`src/rtl/lb_pkg.sv`:
```
// Shared line-buffer definitions: writer FSM states, pixel width and bank depth.
// The line-buffer reader/mux imports this package as well.
package lb_pkg;

    localparam int PIX_W    = 4;
    localparam int LB_DEPTH = 256;

    typedef enum logic [1:0] {
        ST_IDLE  = 2'd0,
        ST_CLEAR = 2'd1,
        ST_WRITE = 2'd2
    } lb_state_e;

endpackage

```
`src/rtl/lb_pixel_writer.sv`:
```
// Sprite-row pixel writer for a double-buffered line buffer: writes opaque pixels
// into the current write bank and optionally erases that bank after each swap.
module lb_pixel_writer
    import lb_pkg::*;
#(
    parameter bit CLEAR_EN = 1'b1,
    parameter int LB_DEPTH = 256
) (
    input  logic             clk,
    input  logic             nReset,
    input  logic             line_start,
    input  logic             spr_start,
    input  logic [7:0]       spr_x,
    output logic             spr_ready,
    input  logic             px_valid,
    output logic             px_ready,
    input  logic             px_last,
    input  logic [PIX_W-1:0] px_data,
    output logic             wr_bank,
    output logic [7:0]       buf_addr,
    output logic [PIX_W-1:0] buf_wdata,
    output logic             buf_we_a,
    output logic             buf_we_b,
    output logic             busy
);

    localparam logic [8:0] LAST_X = 9'(LB_DEPTH - 1);

    lb_state_e        state, state_n;
    // Clear address in CLEAR, sprite X in WRITE; bit 8 marks "past the right edge".
    logic [8:0]       cnt, cnt_n;
    logic             bank_n;
    logic [7:0]       addr_n;
    logic [PIX_W-1:0] wdata_n;
    logic             we_a_n, we_b_n;

    assign px_ready  = (state == ST_WRITE);
    assign spr_ready = (state == ST_IDLE) && !line_start;
    assign busy      = (state != ST_IDLE);

    // NOTE: every next-value signal gets a default before any branch, so no path
    // through this block leaves one unassigned and no latch is inferred.
    always_comb begin
        state_n = state;
        cnt_n   = cnt;
        bank_n  = wr_bank;
        addr_n  = buf_addr;
        wdata_n = buf_wdata;
        we_a_n  = 1'b0;
        we_b_n  = 1'b0;

        if (line_start) begin
            bank_n  = ~wr_bank;
            cnt_n   = '0;
            state_n = CLEAR_EN ? ST_CLEAR : ST_IDLE;
        end else begin
            case (state)
                ST_IDLE: begin
                    if (spr_start) begin
                        cnt_n   = {1'b0, spr_x};
                        state_n = ST_WRITE;
                    end
                end
                ST_CLEAR: begin
                    addr_n  = cnt[7:0];
                    wdata_n = '0;
                    we_a_n  = ~wr_bank;
                    we_b_n  = wr_bank;
                    if (cnt == LAST_X) begin
                        cnt_n   = '0;
                        state_n = ST_IDLE;
                    end else begin
                        cnt_n = cnt + 9'd1;
                    end
                end
                ST_WRITE: begin
                    if (px_valid) begin
                        // Past the last slot the pixel is consumed but never written.
                        if (cnt <= LAST_X) begin
                            cnt_n = cnt + 9'd1;
                            if (px_data != '0) begin
                                addr_n  = cnt[7:0];
                                wdata_n = px_data;
                                we_a_n  = ~wr_bank;
                                we_b_n  = wr_bank;
                            end
                        end
                        if (px_last) begin
                            state_n = ST_IDLE;
                        end
                    end
                end
                default: state_n = ST_IDLE;
            endcase
        end
    end

    // NOTE: the strobes live in an asynchronously reset register, so asserting
    // nReset kills any write in flight without waiting for a clock edge.
    always_ff @(posedge clk or negedge nReset) begin
        if (!nReset) begin
            state     <= ST_IDLE;
            cnt       <= '0;
            wr_bank   <= 1'b0;
            buf_addr  <= '0;
            buf_wdata <= '0;
            buf_we_a  <= 1'b0;
            buf_we_b  <= 1'b0;
        end else begin
            state     <= state_n;
            cnt       <= cnt_n;
            wr_bank   <= bank_n;
            buf_addr  <= addr_n;
            buf_wdata <= wdata_n;
            buf_we_a  <= we_a_n;
            buf_we_b  <= we_b_n;
        end
    end

endmodule

```
`config.mk`:
```
export PLATFORM = sky130hd
export DESIGN_NAME = lb_pixel_writer
export DESIGN_NICKNAME = d
export VERILOG_FILES = /design/src/rtl/lb_pkg.sv /design/src/rtl/lb_pixel_writer.sv
export SDC_FILE = /design/constraint.sdc
export NUM_CORES = 1
export LEC_CHECK = 0
export ABC_AREA = 1
export CAP_MARGIN = 0
export CELL_PAD_IN_SITES_DETAIL_PLACEMENT = 1
export CELL_PAD_IN_SITES_GLOBAL_PLACEMENT = 2
export CORE_ASPECT_RATIO = 1.2
export CORE_MARGIN = 2
export CORE_UTILIZATION = 28
export CTS_BUF_LIST = sky130_fd_sc_hd__clkbuf_4 sky130_fd_sc_hd__clkbuf_8 sky130_fd_sc_hd__clkbuf_16
export CTS_CLUSTER_DIAMETER = 80
export DETAILED_ROUTE_END_ITERATION = 10
export PLACE_DENSITY = 0.87
export SLEW_MARGIN = 30
export SYNTH_ARGS = -nofsm -noshare
export SYNTH_HDL_FRONTEND = slang
export SYNTH_SLANG_ARGS = --single-unit
```
`constraint.sdc`:
```
create_clock -name clk -period 2.5 [get_ports clk]
set_input_delay 0.625 -clock clk [delete_from_list [all_inputs] [get_ports clk]]
set_output_delay 0.625 -clock clk [all_outputs]
set_load 0.03 [all_outputs]
```
======== Yosys cells after proc, flatten, opt, wreduce, memory -nomap -nowiden ========
Cells that the tools add are included.
word-level totals
  bits of input ports ..................... 18
  word-level logic and storage cells ...... 62
  register bits ........................... 26
  output and inout port bits .............. 18
cells by class
  reductions and logical operators ........ 10
  bitwise gates (word level) .............. 2
  $add $sub $neg .......................... 1
  magnitude comparators ................... 1
  equal/unequal tests ..................... 11
  multiplexer cells ....................... 30
operator list
  cell                   number
  $mux W9                5
  $pmux W9 S3            1
  $mux W8                3
  $pmux W8 S2            1
  $mux W4                3
  $mux W2                5
  $add A9 B1 Y9 const B  1
  $eq A9 B8 Y1 const B   1
  $le A9 B8 Y1 const B   1
  $ne A3 B3 Y1 const B   3
  $mux W1                8
  $pmux W4 S2            1
  $reduce_and A4 Y1      2
  $reduce_bool A4 Y1     2
  $ne A3 B2 Y1 const B   2
  $pmux W2 S3            1
  $reduce_and A5 Y1      1
  $ne A2 B1 Y1 const B   2
  $pmux W1 S2            2
  $reduce_bool A2 Y1     2
  $eq A2 B1 Y1 const B   1
  $eq A2 B2 Y1 const B   1
  $logic_not A2 Y1       1
  $ne A2 B2 Y1 const B   1
  other kinds (3)        4

======== Logic depth before layout (Yosys ltp) ========
  word-level depth ........................ 6
  gate-level depth with buffers ........... 15
  mapped depth without buffers ............ 15

======== Worst setup path before layout ========
Ideal clock, no wire load.
  kind .................................... flip-flop to flip-flop
  start ................................... register cnt[0]
  end ..................................... register cnt[4]
  library setup time ...................... 65 ps
  period minus slack after synthesis ...... 1942 ps
  required time ........................... 2435 ps
  arrival ................................. 1878 ps
  cell stages (with the launch flop) ...... 16
  path buffers ............................ 0
  setup slack ............................. 558 ps
  path through ............................ dfrtp_1 > ha_1 > nand3_1 > nor2_1 > nand2_1 > inv_1 > ha_1 > inv_1 > nand2_1 > a21oi_1 > inv_1 > nor2_1 > nand2_1 > nand2_1 > nand2_1 > nand2_1
on the way
  longest elaborated chain between the ends .. 5
  elaborated cells between the ends (all ways) .. 10
  classes of those cells .................. add/sub: 1; order compare: 1; eq/ne: 2; mux: 5; reduce/logical: 1
ends and longest elaborated chain
  element                 RTL line                                      RTL
  start, declared         lb_pixel_writer.sv:31                         logic [8:0] cnt, cnt_n;
  start signal, assigned  lb_pixel_writer.sv:111                        cnt <= cnt_n;
  $add A9 B1 Y9           lb_pixel_writer.sv:73, lb_pixel_writer.sv:80
  $mux W9                 lb_pixel_writer.sv:79                         if (cnt <= LAST_X) begin
  $mux W9                 lb_pixel_writer.sv:77                         if (px_valid) begin
  $pmux W9 S3             lb_pixel_writer.sv:57                         case (state)
  $mux W9                 lb_pixel_writer.sv:52                         if (line_start) begin
Parallel ways exist; a longest one is shown, timed or not. The select of a mux whose other input is x is not followed.
A chain may end at the register's enable or synchronous reset.

======== Worst setup path after layout ========
  start ................................... register state[0]
  end ..................................... output port busy
on the way
  longest elaborated chain between the ends .. 1
ends and longest elaborated chain
  element                 RTL line                RTL
  start, declared         lb_pixel_writer.sv:29   lb_state_e state, state_n;
  start signal, assigned  lb_pixel_writer.sv:110  state <= state_n;
  $reduce_bool A2 Y1      lb_pixel_writer.sv:39   assign busy = (state != ST_IDLE);
  end, declared           lb_pixel_writer.sv:24   output logic busy
Every way passes these cells.

==> out/metrics.cfg <==
[timing]
clock.fmax_ghz = 0.4375
finalSetupViolCount = 0
fin_tns_setup_ps = 0
rsz0062_at_grt = false
slew_headroom_pct = 76.52
tightestPinTransition_ps = 352.1
skew_ps = 5.793
post-route-period-util_pct = 91.43
period_needed_ps = 2286
holdWs_ps = 476.6
slew_viol_final = 0
hold_viol = 0

[logic_synthesis]
synth_nets = 223
synth_flop_cell = dfrtp_1
synth_top_cell_area_share_pct = 42.48
netlist_area_um2 = 1531
synth_top_area_cell = dfrtp_1
synthTopCellsByArea = dfrtp_1 42%, nand2_1 20%, nand3_1 5.6%
synth_cells = 199
ys_seq_area_share_pct = 42.48
synth_edf_count = 0
async_flop_share_pct = 100.0
syn_avg_cell_area_um2 = 7.696
synth.distinct_cells = 26
ys_warn_count = 0
synth_seq_cells = 26

[placement]
port_buffers = 35
placed_cells = 296
gp_congestion = 0.7410
dpl.hpwl_um = 2948

[min_path]
min-delay-path-class = register to register

[cts]
clockBufferDepth = 2
cts-root-buf = clkbuf_8
ctsHoldBuffers = 0
cts_tree = done
cts_buffers = 3
insertion_delay_ps = 270
clkSinkCount = 26
clk_pin_slew_worst_paths_ps = 90
cts_max_level = 1

[setup_path]
path_cells = inv_1 -> ha_1 -> inv_1 -> clkdlybuf4s50_1
cp_num_buf_inv = 3
r2r-end = cnt[0]
endpoint_kind = primary output
reg2reg_slack_ps = 280
cp_slowest_cell = clkdlybuf4s50_1
max_stage_delay_ps = 650
arrival_ps = 1660
cpMostUsedCell = inv_1
crit_path_max_fanout = 3
reg2reg_depth = 13
crit_end = busy
crit_family = buffers and inverters
cp-startpoint = state[0]
worstPathRequired_ps = 1880
worstReg2RegStart = cnt[0]
critPathKind = register to primary output
cp.depth = 4
start_kind = register

[floorplan]
die_x_um = 71.51
ios = 36
initial_utilization_pct = 28.91
num_rows = 29
core_area_um2 = 5298
die_h_um = 85.02
dieArea_um2 = 6079

[detailed_routing]
vias = 1359
vias_per_cell = 4.530
top_layer_used = met4
wl_met1_um = 1686
route.met3.wl_um = 85
drt_iter0_drc = 41
wl_met2_um = 1938
wl_um = 3746
firstDrtPassIters = 2
wl_per_cell_um = 12.49
ant_nets = 0
drc_errors = 0

[layout]
drive_gt1_share_pct = 11.34
fillers = 657
layoutNonFillerInstCount = 300
syn_to_final_growth_pct = 31.45
num_antenna_cells = 0
nets = 263

[power]
net-switching-power_uw = 525.2
p_int_uw = 852.7
seqPwrFrac_pct = 41.2
p_total_mw = 1.378
comb_power_share_pct = 38.4
p_per_area_nw_per_um2 = 684.4
clkPwrFrac_pct = 20.4
ir_drop_mv = 0.2062
netSwitchingFraction_pct = 38.12
p_leak_nw = 1.050

[global_routing]
antenna_found_initial = 0
grt_pass1_vias = 1377
grt_overflow = 0
grt_max_degree = 27
grt_util_all_layers_pct = 13.01
grt_pass1_wl_um = 6327

[job]
cap_violations = 0

[status]
status = complete, no violations

## synthesized netlist by cell type (3+ instances only)
library cell / n
nand2_4: 6
nand2_1: 81
nor2_2: 3
o21ai_0: 8
ha_1: 6
nor2_1: 9
nand3_1: 17
inv_1: 18
dfrtp_1: 26
## cell type report
type | count | area [um^2] | share of cell area [%]
Clock buffer | 4 | 55.05 | 2.735
Inverter | 21 | 78.83 | 3.915
Multi-Input combinational cell | 146 | 758.2 | 37.66
Sequential cell | 26 | 650.6 | 32.32
Tap cell | 62 | 77.57 | 3.853
Timing Repair Buffer | 41 | 392.9 | 19.52
## through the flow
step | setup slack (ps) | utilization, % | cell area (um^2)
finish | 214.3 | 38.00 | 2013
detailed placement | 94.84 | 36.70 | 1944
global route | 0.5056 | 38.00 | 2013
CTS | 58.59 | 37.74 | 1999
global placement | 181.2 | 36.70 | 1944
floorplan | 557.5 | - | 1531
## cells in the final DEF (no fill, tap or decap), types with 6 or more instances in the layout
cell	netlist	final
buf_4	2	7
clkdlybuf4s50_1	0	34
dfrtp_1	26	26
ha_1	6	6
inv_1	18	18
nand2_1	81	81
nand2_4	6	6
nand3_1	17	17
nor2_1	9	8
o21ai_0	8	8
## state kept, by name, summed over array words and instances (netlist names)
name / cells
buf_wdata: 4
buf_we_a: 1
state: 2
buf_addr: 8
wr_bank: 1
cnt: 9
buf_we_b: 1
## per-layer routing
metal,GRT usage [%],vias up
met3,1.069,2
met5,0,-
met1,16.44,644
li1,-,696
met2,23.48,17
met4,3.602,0
## worst register-to-register path: cells and delay by family (launching register included)
kind | cells | cell delay, ps
fa+ha+maj | 2 | 410
buf+inv | 3 | 310
flops | 1 | 450
compound gates | 2 | 380
simple gates | 6 | 610
## power groups by stage
| stage | Combinational [mW] | Clock [mW] | Sequential [mW] |
|---|---|---|---|
| after floorplan | 0.218 | 0 | 0.664 |
| after global placement | 0.521 | 0 | 0.573 |
| after detailed placement | 0.528 | 0 | 0.577 |
| after CTS | 0.530 | 0.291 | 0.568 |
| after global routing | 0.579 | 0.308 | 0.582 |
| final | 0.529 | 0.280 | 0.568 |
## repair_timing
action                                 4_1_cts  5_1_grt
endpoints found under the hold margin        0        0
resized for setup                            0        3
setup buffers                                0        0
setup endpoints to repair                    0        7
## kinds of logic after synthesis
logic type	count (synthesis)	share of synthesized area, %
AOI/OAI and AO/OA	16	5.802
xor gates and xnor gates	4	2.288
adders and majority gates	6	4.902
buffers and inverters	27	8.904
DFF	26	42.48
and+or+nand+nor	120	35.62
## worst min-delay path by stage
stage,start,to,cells after the start
floorplan,nReset,buf_addr[0],0
global placement,buf_wdata[2],buf_wdata[2],2
detailed placement,buf_wdata[2],buf_wdata[2],2
CTS,buf_wdata[2],buf_wdata[2],2
global route,buf_wdata[2],buf_wdata[2],2
finish,buf_wdata[2],buf_wdata[2],2
(Power assumes the default switching activity.)
